$ cat config.mk
export PLATFORM = sky130hd
export DESIGN_NAME = inst_fetch_stage_flat
export DESIGN_NICKNAME = d
export VERILOG_FILES = /design/src/rtl/inst_fetch_stage_if.sv /design/src/rtl/inst_fetch_stage.sv /design/src/flat_wrapper.sv
export SDC_FILE = /design/constraint.sdc
export NUM_CORES = 1
export LEC_CHECK = 0
export ABC_AREA = 1
export CAP_MARGIN = 20
export CORE_MARGIN = 3
export CORE_UTILIZATION = 44
export CTS_CLUSTER_DIAMETER = 120
export DETAILED_ROUTE_END_ITERATION = 8
export GPL_TIMING_DRIVEN = 0
export HOLD_SLACK_MARGIN = 0.1
export PLACE_DENSITY_LB_ADDON = 0.3
export REMOVE_ABC_BUFFERS = 1
export SLEW_MARGIN = 20
export SYNTH_ARGS = -nofsm -noshare
export SYNTH_HDL_FRONTEND = slang
export SYNTH_SLANG_ARGS = --single-unit
$ cat constraint.sdc
create_clock -name clk -period 2.4 [get_ports clk]
set_clock_uncertainty 0.15 [all_clocks]
set_input_delay 0.48 -clock clk [delete_from_list [all_inputs] [get_ports clk]]
set_output_delay 0.48 -clock clk [all_outputs]
set_load 0.01 [all_outputs]
$ cat src/rtl/inst_fetch_stage_if.sv
// Instruction-memory bus between the fetch stage (master) and a zero-latency
// instruction memory (slave).
interface inst_fetch_stage_if #(
  parameter int unsigned INST_ADDR_WIDTH     = 16,
  parameter int unsigned INST_DATA_BIT_WIDTH = 16
);
  logic [INST_ADDR_WIDTH-1:0]     imem_addr;
  logic [INST_DATA_BIT_WIDTH-1:0] imem_data;

  modport master (output imem_addr, input imem_data);
  modport slave  (input imem_addr, output imem_data);
endinterface

$ cat src/rtl/inst_fetch_stage.sv
// Instruction-fetch stage: owns the PC, fetches from a combinational memory and
// fills the IF/ID register; handles stall, branch redirect/flush, halt and bad fetches.
module inst_fetch_stage #(
  parameter int unsigned                   INST_ADDR_WIDTH     = 16,
  parameter int unsigned                   INST_DATA_BIT_WIDTH = 16,
  parameter int unsigned                   INST_MEM_SIZE       = 26,
  parameter logic [INST_DATA_BIT_WIDTH-1:0] HALT_WORD          = 16'hEFFF,
  parameter logic [INST_ADDR_WIDTH-1:0]     RESET_PC           = '0
) (
  input  logic                           clk,
  input  logic                           rst_n,
  input  logic                           stall,
  input  logic                           branch_taken,
  input  logic [INST_ADDR_WIDTH-1:0]     branch_target,
  inst_fetch_stage_if.master             imem,
  output logic [INST_DATA_BIT_WIDTH-1:0] if_id_inst,
  output logic [INST_ADDR_WIDTH-1:0]     if_id_pc,
  output logic [INST_ADDR_WIDTH-1:0]     if_id_pc_plus2,
  output logic                           if_id_valid,
  output logic                           halted,
  output logic                           fetch_exc
);

  localparam logic [INST_ADDR_WIDTH-1:0] MemWords = INST_ADDR_WIDTH'(INST_MEM_SIZE);

  typedef enum logic [1:0] {StRun, StHalt, StExc} state_e;

  state_e                     state_q;
  logic [INST_ADDR_WIDTH-1:0] pc_q;
  logic [INST_ADDR_WIDTH-1:0] pc_plus2;
  logic                       bad_addr;

  assign imem.imem_addr = pc_q;
  assign pc_plus2       = pc_q + INST_ADDR_WIDTH'(2);
  // Odd addresses and word indices past the end of memory are both unfetchable.
  assign bad_addr       = pc_q[0] | ({1'b0, pc_q[INST_ADDR_WIDTH-1:1]} >= MemWords);

  always_ff @(posedge clk) begin
    if (!rst_n) begin
      state_q        <= StRun;
      pc_q           <= RESET_PC;
      if_id_inst     <= '0;
      if_id_pc       <= '0;
      if_id_pc_plus2 <= '0;
      if_id_valid    <= 1'b0;
      halted         <= 1'b0;
      fetch_exc      <= 1'b0;
    end else if (branch_taken) begin
      // Redirect also clears HALT/EXC: whatever stopped fetch was on the wrong path.
      state_q     <= StRun;
      pc_q        <= branch_target;
      if_id_inst  <= '0;
      if_id_valid <= 1'b0;
      halted      <= 1'b0;
      fetch_exc   <= 1'b0;
    end else if (!stall) begin
      unique case (state_q)
        StRun: begin
          if (bad_addr) begin
            state_q     <= StExc;
            fetch_exc   <= 1'b1;
            if_id_inst  <= '0;
            if_id_valid <= 1'b0;
          end else begin
            if_id_inst     <= imem.imem_data;
            if_id_pc       <= pc_q;
            if_id_pc_plus2 <= pc_plus2;
            if_id_valid    <= 1'b1;
            if (imem.imem_data == HALT_WORD) begin
              state_q <= StHalt;
              halted  <= 1'b1;
            end else begin
              pc_q <= pc_plus2;
            end
          end
        end
        StHalt, StExc: begin
          // Bubbles only, so the halt word reaches decode exactly once.
          if_id_valid <= 1'b0;
        end
        default: begin
          state_q <= StRun;
        end
      endcase
    end
  end

endmodule

$ cat src/flat_wrapper.sv
// flat-port wrapper written by rule: the top's interface ports become plain ports
module inst_fetch_stage_flat 
#(
  parameter int unsigned                   INST_ADDR_WIDTH     = 16,
  parameter int unsigned                   INST_DATA_BIT_WIDTH = 16,
  parameter int unsigned                   INST_MEM_SIZE       = 26,
  parameter logic [INST_DATA_BIT_WIDTH-1:0] HALT_WORD          = 16'hEFFF,
  parameter logic [INST_ADDR_WIDTH-1:0]     RESET_PC           = '0
)
  (clk, rst_n, stall, branch_taken, branch_target, if_id_inst, if_id_pc, if_id_pc_plus2, if_id_valid, halted, fetch_exc, imem_imem_addr, imem_imem_data);
  inst_fetch_stage_if #(.INST_ADDR_WIDTH(INST_ADDR_WIDTH), .INST_DATA_BIT_WIDTH(INST_DATA_BIT_WIDTH)) imem_i ();
  input  logic clk;
  input  logic rst_n;
  input  logic stall;
  input  logic branch_taken;
  input  logic [INST_ADDR_WIDTH-1:0] branch_target;
  output logic [INST_DATA_BIT_WIDTH-1:0] if_id_inst;
  output logic [INST_ADDR_WIDTH-1:0] if_id_pc;
  output logic [INST_ADDR_WIDTH-1:0] if_id_pc_plus2;
  output logic if_id_valid;
  output logic halted;
  output logic fetch_exc;
  output wire logic [$bits(imem_i.imem_addr)-1:0] imem_imem_addr;
  input wire logic [$bits(imem_i.imem_data)-1:0] imem_imem_data;
  assign imem_imem_addr = imem_i.imem_addr;
  assign imem_i.imem_data = imem_imem_data;
  inst_fetch_stage #(.INST_ADDR_WIDTH(INST_ADDR_WIDTH), .INST_DATA_BIT_WIDTH(INST_DATA_BIT_WIDTH), .INST_MEM_SIZE(INST_MEM_SIZE), .HALT_WORD(HALT_WORD), .RESET_PC(RESET_PC)) u_core (.clk(clk), .rst_n(rst_n), .stall(stall), .branch_taken(branch_taken), .branch_target(branch_target), .imem(imem_i), .if_id_inst(if_id_inst), .if_id_pc(if_id_pc), .if_id_pc_plus2(if_id_pc_plus2), .if_id_valid(if_id_valid), .halted(halted), .fetch_exc(fetch_exc));
endmodule
==> results.toml <==
[outcome]
status = "finished clean"

[global_route]
grt_pass1_vias = 2487
grt_overflow = 0
grt_max_degree = 37
grt_pass1_wl_mm = 11.5
grt_usage = 0.197
grt_antenna_before_repair = 0

[die]
ioPinCount = 103
coreArea_um2 = 5710
die_h_um = 84.3
rows = 27
die_w_um = 84.3
start_util = 0.473
die_area_um2 = 7110

[drt]
drc_errors = 0
dr_total_vias = 2495
postRouteAntennaNets = 0
drtIter0Drc = 125
vias_per_cell = 4.84
wl_per_cell_um = 13.1
dr.pass1.iters = 4
routed_wl_mm = 6.77

[yosys]
synthTopCellsByArea = "dfxtp_1, nand2_1, a21oi_1, nor2_1, inv_1"
synth_xor_area_frac = 0.00973
syn_area_um2 = 2700
yosysTopAreaCellShare = 0.504
synth_adder_area_share = 0.0185
synth_top_family_by_area = "simple AND/OR/NAND/NOR gates"
syn_inst = 343
synth_top_cell_by_area = "dfxtp_1"
synth-edff-count = 0
synth-simple-area-share = 0.279
synth_compound_area_frac = 0.103
ys_seq_area_frac = 0.504
synth_most_common_cell = "nand2_1"
synthDistinctLibCells = 28
synth-seq-cells = 68
synth_common_cells = "nand2_1, dfxtp_1, a21oi_1"
avgSynthCellArea_um2 = 7.87
synthArstFlopShare = 0
ys.flop_type = "dfxtp_1"
yosysWarnings = 0
synth_mux_area_frac = 0

[critical_path]
cp-start-kind = "register"
path_depth = 12
critical_path.startpoint = "u_core.imem.imem_addr[1]"
crit_arrival_ns = 2.23
worstPathRequired_ns = 2.48
end_kind = "register"
crit_chain = "inv_1 -> ha_1 -> inv_1 -> nand2_1 -> nand2_2 -> nand2_2 -> nor2_4 -> nand2_2 -> nor2_8 -> inv_4 -> nor2_1 -> nor2_1"
path_class = "reg2reg"
critPathBufInv = 3
r2r_start = "u_core.imem.imem_addr[1]"
critPathMostFrequentCell = "nand2_2"
slowest_stage = "dfxtp_1"
crit_fanout = 28
cp_slowest_stage_delay_ns = 0.44
reg2regPathDepth = 12
critPathTopFamily = "simple AND/OR/NAND/NOR gates"

[clock_network]
cts-root-buf = "clkbuf_8"
cts_made_buffers = 9
clkSinkCount = 68
cts_tree = "done"
cts_buffer_depth = 2
htreeDepth = 3
clk_latency_ns = 0.34
path_clk_slew_ns = 0.08

[timing]
worstMarginPinSlew_ns = 0.510
finalHoldViolations = 0
slew_viol_final = 0
period_share = 0.895
holdWs_ns = 0.292
period_needed_ns = 2.15
setup_violations = 0
slew_headroom = 0.660
timing.fmax_mhz = 465
rsz0062_at_grt = "no"

[cells_and_area]
areaGrowthSynthToFinish_pct = 47.5
nets = 479
fin_util = 0.697
drive_gt1_frac = 0.0856
diodes = 0
stdcell_count = 516
nFillCells = 491

[power]
power_density_nw_per_um2 = 682
total_leakage_power_uw = 0.00156
peakVddDrop_mv = 0.554

[placement]
place.detailed.hpwl_mm = 4.68
port_buffers = 102
gp_congestion = 0.793
dp.cells = 498

[worst_hold_path]
hp-start = "u_core.if_id_pc_plus2[7]"
hold_path_depth = 2
hold_class = "reg2reg"

[flow_run]
cap_violations = 0
per-stage QoR:
stage,cell area (µm²),TNS [ns],worst slack (ns),power [µW]
2_1_floorplan,2580,0,0.159,1350
3_3_place_gp,3690,-30.93,-0.721,1500
3_5_place_dp,3690,-31.84,-0.767,1510
4_1_cts,3970,0,0.0383,2740
5_1_grt,3980,0,0.0373,2830
6_report,3980,0,0.251,2720
worst register-to-register path, stage by stage, from the launching register on:
cell,delay (ns)
dfxtp_1,0.44
inv_1,0.14
ha_1,0.21
inv_1,0.05
nand2_1,0.06
nand2_2,0.08
nand2_2,0.07
nor2_4,0.12
nand2_2,0.10
nor2_8,0.32
inv_4,0.14
nor2_1,0.12
nor2_1,0.05
report_power, final:
group,switching [µW],total (µW),internal (µW)
sequential,25.8,1180,1160
clock,432,1230,793
combinational,161,308,146
final cells by class:
| class | instances | area [µm²] | share of cell area |
|---|---|---|---|
| clock buffer | 9 | 124 | 0.0311 |
| multi-input combinational | 228 | 1130 | 0.283 |
| tap | 72 | 90.1 | 0.0226 |
| sequential | 68 | 1360 | 0.342 |
| clock inverter | 7 | 139 | 0.0349 |
| timing repair buffer | 103 | 1020 | 0.257 |
| inverter | 29 | 116 | 0.0292 |
cells in the final DEF, fill, tap and decap left out, types with 2 or more instances in the layout:
cell type / instances
a21oi_1: 39
bufinv_16: 4
clkbuf_8: 9
clkdlybuf4s50_1: 101
clkinv_2: 3
dfxtp_1: 68
ha_1: 4
inv_1: 25
nand2_1: 87
nand2_2: 6
nand3_1: 18
nand4_1: 2
nor2_1: 31
nor2_2: 3
nor2_4: 3
nor3b_1: 12
o21ai_0: 13
o21ai_1: 2
xor2_1: 2
path summary, 6_finish.rpt:
kind | slack [ns] | endpoint
worst max-delay path | 0.25 | u_core.if_id_pc[2]
worst min-delay path | 0.29 | u_core.if_id_pc_plus2[7]
worst max register to register | 0.25 | u_core.if_id_pc[2]
worst min register to register | 0.29 | u_core.if_id_pc_plus2[7]
logic make-up after synthesis:
group                      after synthesis
AOI/OAI and AO/OA                       55
buffers and inverters                   48
adders and majority gates                4
DFF                                     68
xor gates and xnor gates                 3
and+or+nand+nor                        165
registers in the layout (all words and copies together) (netlist names):
name                   flops
u_core.halted              1
u_core.state_q             2
u_core.if_id_valid         1
u_core.if_id_inst         16
u_core.imem.imem_addr     16
u_core.if_id_pc           15
u_core.fetch_exc           1
u_core.if_id_pc_plus2     16
routing by layer:
metal | vias up | routed length (µm) | GRT usage | share of wire
li1 | 1284 | - | - | -
met1 | 1135 | 2900 | 0.225 | 0.43
met2 | 70 | 3210 | 0.331 | 0.47
met3 | 6 | 592 | 0.0952 | 0.087
met4 | 0 | 65 | 0.0532 | 0.0096
met5 | - | 0 | 0 | 0
what timing repair did:
item	CTS	global route
setup endpoints to repair	50	30
pin swaps	1	1
resized for setup	6	2
setup buffers	0	1
hold buffers	0	0
gates cloned	1	0
Note: power is estimated with default switching activity, not from simulation.
